`src/rtl/lsu_pkg.sv`:
```
// lsu_pkg: shared encodings and lane-enable helper for the memory-stage load/store unit
package lsu_pkg;
  typedef enum logic {IDLE, BUSY} state_t;
  localparam logic [3:0] EXC_NONE = 4'hF;
  localparam logic [3:0] EXC_ILLEGAL = 4'd2;
  localparam logic [3:0] EXC_LD_MISALIGN = 4'd4;
  localparam logic [3:0] EXC_LD_FAULT = 4'd5;
  localparam logic [3:0] EXC_ST_MISALIGN = 4'd6;
  localparam logic [3:0] EXC_ST_FAULT = 4'd7;
  localparam logic [2:0] F3_B = 3'b000;
  localparam logic [2:0] F3_H = 3'b001;
  localparam logic [2:0] F3_W = 3'b010;
  localparam logic [2:0] F3_BU = 3'b100;
  localparam logic [2:0] F3_HU = 3'b101;
  localparam logic [1:0] RS_ALU = 2'b00;
  localparam logic [1:0] RS_LOAD = 2'b01;
  localparam logic [1:0] RS_PC4 = 2'b10;
  function automatic logic [3:0] lane_en(input logic [2:0] f3, input logic [1:0] a);
    return f3[1:0] == F3_B[1:0] ? 4'b0001 << a : f3[1:0] == F3_H[1:0] ? (a[1] ? 4'b1100 : 4'b0011) : 4'b1111;
  endfunction
endpackage

```
`src/rtl/lsu_load_align.sv`:
```
// lsu_load_align: picks the addressed byte/halfword of a read word and sign- or zero-extends it
module lsu_load_align
  import lsu_pkg::*;
(
  input  logic [31:0] rdata,
  input  logic [1:0]  addr,
  input  logic [2:0]  f3,
  output logic [31:0] value
);
  logic [15:0] h;
  logic [7:0] b;
  assign h = addr[1] ? rdata[31:16] : rdata[15:0];
  assign b = addr[0] ? h[15:8] : h[7:0];
  always_comb value = f3 == F3_B ? {{24{b[7]}}, b} : f3 == F3_BU ? {24'h0, b} :
                      f3 == F3_H ? {{16{h[15]}}, h} : f3 == F3_HU ? {16'h0, h} : rdata;
endmodule

```
`config.mk`:
```
export PLATFORM = sky130hd
export DESIGN_NAME = lsu_load_align
export DESIGN_NICKNAME = d
export VERILOG_FILES = /design/src/rtl/lsu_pkg.sv /design/src/rtl/lsu_load_align.sv
export SDC_FILE = /design/constraint.sdc
export NUM_CORES = 1
export LEC_CHECK = 0
export ABC_CLOCK_PERIOD_IN_PS = 1300
export BUFFER_PORTS_ARGS = -buffer_cell sky130_fd_sc_hd__clkbuf_2
export CAP_MARGIN = 10
export CORE_MARGIN = 2
export CORE_UTILIZATION = 35
export DETAILED_ROUTE_END_ITERATION = 10
export MAX_ROUTING_LAYER = met4
export PLACE_DENSITY = 0.87
export SYNTH_ARGS = -nofsm -noshare
export SYNTH_HDL_FRONTEND = slang
export SYNTH_SLANG_ARGS = --single-unit
```
`constraint.sdc`:
```
create_clock -name vclk -period 1.3
set_input_delay 0.13 -clock vclk [all_inputs]
set_output_delay 0.13 -clock vclk [all_outputs]
set_load 0.05 [all_outputs]
```
==> out/metrics.cfg, run 1 <==
[outcome]
status = aborted with a tool error
flow.stopped_at = global routing
error = [ERROR DPL-0038] Utilization greater than 100%, impossible to legalize

[logic_synthesis]
synth_nets = 139
ys_seq_area_share_pct = 0
syn_area_per_cell_sq_um = 6.931
syn-cell-area_sq_um = 706.9
netlist_instances = 102
yosys_warnings = 0
ys_types = 23

[timing]
crit_endpoint = value[20]
endpoint_type = output port

[placed_design]
place_inst = 210
place_area_sq_mm = 0.001483
hpwlAfterDp_microns = 2644
gp_congestion = 0.8655
port_buffers = 69

[die]
rows = 16
dieHeight_microns = 48.94
ios = 69
die_w_microns = 48.94
initial_core_util_pct = 36.40

[global_routing]
grt_max_degree = 18

[synth_stat cells]
library cell / instances / area (sq um)
mux4_2: 1 / 22.52
a221o_1: 8 / 80.08
dlygate4sd1_1: 2 / 17.52
or3b_2: 1 / 8.760
nor2b_1: 9 / 56.30
a22oi_4: 1 / 21.27
a21oi_1: 1 / 5.000
mux2i_1: 7 / 70.07
mux2_2: 1 / 11.26
o22a_1: 1 / 8.760
inv_1: 1 / 3.750
nand2_1: 33 / 123.9
and2_4: 1 / 8.760
buf_6: 3 / 33.78
nor3b_1: 1 / 7.510
buf_4: 2 / 15.01
clkbuf_1: 2 / 7.510
nor3_1: 1 / 5.000
buf_2: 3 / 15.01
o22a_2: 1 / 10.01
a22o_1: 8 / 70.07
a221oi_1: 7 / 61.31
o22ai_1: 7 / 43.79
[cells by family after synthesis]
kind of cell / after synthesis / synth area share, %
compound gates: 34 / 42.48
buf+inv: 13 / 13.10
mux: 9 / 14.69
simple gates: 46 / 29.73
[metrics by stage]
| step | worst slack [ns] | setup TNS, ns | hold slack (ns) |
|---|---|---|---|
| after floorplan | -0.1878 | -3.598 | 0.4677 |
| after global placement | -0.3563 | -9.575 | 0.6718 |
| after detailed placement | -0.4119 | -10.87 | 0.6760 |
| after CTS | -0.3571 | -8.919 | 0.6299 |
[what timing repair did]
item                                    4_1_cts
endpoints found under the setup margin       32
pin swaps                                     5
gates resized for setup                      80
hold buffers                                  0
buffers inserted                              3
cloned                                        1
==> run 2, diff against run 1 <==
==> config.mk (replaced) <==
export PLATFORM = sky130hd
export DESIGN_NAME = lsu_load_align
export DESIGN_NICKNAME = d
export VERILOG_FILES = /design/src/rtl/lsu_pkg.sv /design/src/rtl/lsu_load_align.sv
export SDC_FILE = /design/constraint.sdc
export NUM_CORES = 1
export LEC_CHECK = 0
export ABC_CLOCK_PERIOD_IN_PS = 1700
export BUFFER_PORTS_ARGS = -buffer_cell sky130_fd_sc_hd__clkbuf_2
export CAP_MARGIN = 10
export CORE_AREA = 2 2 63 65
export DETAILED_ROUTE_END_ITERATION = 10
export DIE_AREA = 0 0 65 67
export PLACE_DENSITY_LB_ADDON = 0.15
export SYNTH_ARGS = -nofsm -noshare
export SYNTH_HDL_FRONTEND = slang
export SYNTH_SLANG_ARGS = --single-unit
==> constraint.sdc (replaced) <==
create_clock -name vclk -period 1.7
set_input_delay 0.17 -clock vclk [all_inputs]
set_output_delay 0.17 -clock vclk [all_outputs]
set_load 0.05 [all_outputs]
==> out/metrics.cfg, run 2 <==
[outcome]
status = finished, final reports clean

[final_layout]
drive_gt1_share_pct = 59.66
nClkBuffers = 0
multi_input_area_sq_um = 767.0
instances_no_fill = 224
final_cell_mix = clkbuf_2, nand2_1, buf_4
nFillCells = 410
area_delta_synth_final_pct = 104.8
design_area_sq_mm = 0.001448
design.seq.count = 0
antenna_cells = 0
nets = 215
final_common_cell = clkbuf_2
register_area_sq_um = 0

[placed_design]
place_inst = 223
place_area_sq_mm = 0.001313
port_buffers = 69
hpwlAfterDp_microns = 2465
gp_congestion = 0.8179

[route]
route.vias.total = 1113
vias_per_cell = 4.969
drt_iter0_markers = 49
ant_nets = 0
dr.pass1.iters = 4
route.detailed.drc = 0
routedWlPerCell_microns = 14.08
drt_wl_total_microns = 3153

[logic_synthesis]
ys_top_cells_by_area = nand2_1, a221o_1, a22o_1
synth_nets = 139
syn-cell-area_sq_um = 706.9
ys_types = 23
synth_top_cells_by_count = nand2_1, nor2b_1, a221o_1, a22o_1
syn_area_per_cell_sq_um = 6.931
yosys.area.top_type = nand2_1
netlist.area_leader.share_pct = 17.52
ys_seq_area_share_pct = 0
yosys_warnings = 0
synthMostInstantiatedCell = nand2_1
netlist_instances = 102

[worst_hold_path]
worstHoldStart = rdata[18]
hold_path_end = value[18]
hold_class = input port to output pin
hold_depth = 4

[die]
ios = 69
initial_core_util_pct = 19.60
die-area_sq_mm = 0.004355
rows = 22
core_sq_mm = 0.003606
dieHeight_microns = 67
die_w_microns = 65

[global_routing]
overflow = 0
track_usage_pct = 14.11
antenna_found_initial = 0
grt_pass1_vias = 1119
grt_pass1_wl_microns = 5085
grt_max_degree = 34

[pwr]
combinationalPowerShare_pct = 100.0
power.density_mw_per_mm2 = 495.2
p_sw_uw = 453.5
share_seq_of_total_power_pct = 0
p_sw_share_pct = 63.26
total_leakage_power_uw = 0.0007551
p_int_uw = 263.4
peakVddDrop_uv = 212.0
pwr-share-clk_pct = 0

[timing]
report.final.slew_viol_count = 0
max_freq_mhz = 610.0
worstMarginPinSlew_ns = 0.5355
finalHoldViolCount = 0
slew-limit-headroom_pct = 64.22
setup_viol = 0
holdWs_ns = 0.7270
grt_setup_unrepaired = false
period_share_pct = 96.44
fin_crit_ns = 1.639

[critical_path]
startpoint_type = input port
arrival_ns = 1.47
crit_type = input port to output pin
cp_max_fo = 8
worst_setup_path_end_kind = output pin
cp.required_ns = 1.53

[flow_run]
cap_viol_max_count = 0

[clock_network]
holdBufCountCts = 0

## run 2: cell families (layout without fill, tap and decap cells)
group,count (synthesis),in the layout,share of synthesized area (%)
simple gates,46,46,29.73
compound gates,34,34,42.48
buf+inv,13,87,13.10
mux,9,9,14.69
## run 2: worst max-delay path: stages
cell,delay [ns]
buf_8,0.07
mux4_2,0.54
and2_4,0.21
a221o_1,0.31
buf_12,0.16
## run 2: worst max-delay path by stage
stage                 start   endpoint  slack, ns  cells after the start
finish              addr[1]  value[15]       0.06                      5
floorplan           addr[0]   value[4]      -0.02                      5
global placement    addr[1]  value[13]      -0.17                      5
global route          f3[1]   value[1]       0.01                      6
CTS                 addr[1]  value[15]      0.007                      5
detailed placement  addr[1]   value[9]      -0.20                      5
## run 2: final cells by class
| type | count | share of cell area [%] |
|---|---|---|
| Tap cell | 48 | 4.149 |
| Inverter | 1 | 0.2593 |
| Timing Repair Buffer | 86 | 42.61 |
| Multi-Input combinational cell | 89 | 52.98 |
## run 2: per-stage QoR
step                utilization [%]  total power [uW]  TNS [ns]  worst slack, ns
floorplan                         -             469.0  -0.01674         -0.01674
global placement              36.40             659.3    -1.749          -0.1655
detailed placement            36.40             666.4    -2.098          -0.1991
CTS                           39.94             714.3         0         0.007064
global route                  40.15             753.8         0          0.01105
finish                        40.15             716.9         0          0.06053
## run 2: routing by layer
metal | routed length (microns) | global-route usage (%) | vias up
li1 | - | - | 540
met1 | 1406 | 18.14 | 521
met2 | 1562 | 26.42 | 48
met3 | 171 | 0.8446 | 4
met4 | 13 | 1.596 | 0
met5 | 0 | 0 | -
## run 2: power by group through the flow
stage	Clock [uW]	Combinational, uW	Sequential (uW)
4_1_cts	0	714	0
5_1_grt	0	754	0
2_1_floorplan	0	469	0
3_3_place_gp	0	659	0
3_5_place_dp	0	666	0
6_report	0	717	0
## run 2: what timing repair did
item / CTS / global route
resized for setup: 26 / 7
setup endpoints to repair: 19 / 16
setup buffers: 1 / 0
pin swaps: 1 / 1
No activity file was read; power rests on OpenSTA's default activity.
==> run 3, diff against run 2 <==
--- a/config.mk
+++ b/config.mk
@@ -12,6 +12,7 @@
 export DETAILED_ROUTE_END_ITERATION = 10
 export DIE_AREA = 0 0 65 67
 export PLACE_DENSITY_LB_ADDON = 0.15
+export RECOVER_POWER = 25
 export SYNTH_ARGS = -nofsm -noshare
 export SYNTH_HDL_FRONTEND = slang
 export SYNTH_SLANG_ARGS = --single-unit
==> out/metrics.cfg, run 3 (synthesis results as in run 2) <==
[pwr]
combinationalPowerShare_pct = 100.0
power.density_mw_per_mm2 = 496.6
pwr-share-clk_pct = 0
peakVddDrop_uv = 211.9
share_seq_of_total_power_pct = 0
total_leakage_power_uw = 0.0007457
p_sw_share_pct = 63.97
p_sw_uw = 453.2
p_int_uw = 255.2

[die]
core_sq_mm = 0.003606
die-area_sq_mm = 0.004355
dieHeight_microns = 67
die_w_microns = 65
ios = 69
rows = 22
initial_core_util_pct = 19.60

[final_layout]
nClkBuffers = 0
final_cell_mix = clkbuf_2, nand2_1, buf_4
design.seq.count = 0
register_area_sq_um = 0
nets = 215
drive_gt1_share_pct = 59.09
nFillCells = 417
finalCoreUtilization_pct = 39.56
area_delta_synth_final_pct = 101.8
antenna_cells = 0
final_common_cell = clkbuf_2

[critical_path]
startpoint_type = input port
arrival_ns = 1.47
cp.required_ns = 1.53
crit_type = input port to output pin
startpoint = rdata[31]
worst_setup_path_end_kind = output pin
cp_max_fo = 8

[placed_design]
preCtsSetupSlack_ns = -0.1991
port_buffers = 69
gp_congestion = 0.8179
hpwlAfterDp_microns = 2465

[global_routing]
antenna_found_initial = 0
track_usage_pct = 14.11
overflow = 0
grt_pass1_wl_microns = 5085
grt_pass1_vias = 1119
grt_max_degree = 34

[timing]
grt_setup_unrepaired = false
fin_ws_ns = 0.05998
setup_viol = 0
period_share_pct = 96.47
holdWs_ns = 0.7271
max_freq_mhz = 609.7
slew-limit-headroom_pct = 64.06
worstMarginPinSlew_ns = 0.5380
report.final.slew_viol_count = 0
finalHoldViolCount = 0
fin_crit_ns = 1.640

[route]
route.vias.total = 1099
dr.pass1.iters = 4
ant_nets = 0
routedWlPerCell_microns = 14.12
drt_wl_total_microns = 3163
route.detailed.drc = 0
vias_per_cell = 4.906
drt_iter0_markers = 45

[worst_hold_path]
hold_depth = 4
worstHoldStart = rdata[18]
hold_class = input port to output pin
hold_path_end = value[18]

[outcome]
status = finished, final reports clean

[flow_run]
cap_viol_max_count = 0

## run 3: cell types whose count changed in the layout (fill, tap and decap cells not counted), sizes merged
cell    previous run  this run
clkbuf            61        57
buf               25        29
## run 3: cell type report
| class | count | area [sq um] | share of cell area, % |
|---|---|---|---|
| Inverter | 1 | 3.754 | 0.2632 |
| Timing Repair Buffer | 86 | 595.6 | 41.75 |
| Tap cell | 48 | 60.06 | 4.211 |
| Multi-Input combinational cell | 89 | 767.0 | 53.77 |
## run 3: worst max path at each step
| stage | cells after the start | end | slack, ns |
|---|---|---|---|
| floorplan | 5 | value[4] | -0.02 |
| global placement | 5 | value[13] | -0.17 |
| detailed placement | 5 | value[9] | -0.20 |
| CTS | 5 | value[15] | 0.007 |
| global route | 6 | value[27] | 0.009 |
| finish | 5 | value[15] | 0.06 |
## run 3: metal layers
layer / track usage (%) / routed length [microns]
met2: 26.42 / 1572
met5: 0 / 0
met1: 18.14 / 1426
met4: 1.596 / 0
met3: 0.8446 / 164
## run 3: power groups by stage
stage | clock network [uW] | registers (uW) | logic [uW]
finish | 0 | 0 | 708
global route | 0 | 0 | 745
CTS | 0 | 0 | 714
detailed placement | 0 | 0 | 666
global placement | 0 | 0 | 659
floorplan | 0 | 0 | 469
## run 3: what timing repair did
item | CTS | global route
gates resized for setup | 26 | 7
endpoints found under the setup margin | 19 | 16
endpoints found under the hold margin | 0 | 0
buffers inserted | 1 | 0
pin swaps | 1 | 1
hold buffers | 0 | 0
## run 3: per-stage QoR
| step | area (sq um) | TNS, ns | std cells | power [uW] |
|---|---|---|---|---|
| floorplan | 818.3 | -0.01674 | 102 | 469.0 |
| global placement | 1313 | -1.749 | 223 | 659.3 |
| detailed placement | 1313 | -2.098 | 223 | 666.4 |
| CTS | 1440 | 0 | 224 | 714.3 |
| global route | 1426 | 0 | 224 | 745.0 |
| finish | 1426 | 0 | 224 | 708.4 |
## run 3: critical path, stage by stage
cell	delay, ns
clkbuf_1	0.09
mux4_2	0.53
and2_4	0.21
a221o_1	0.31
buf_12	0.16
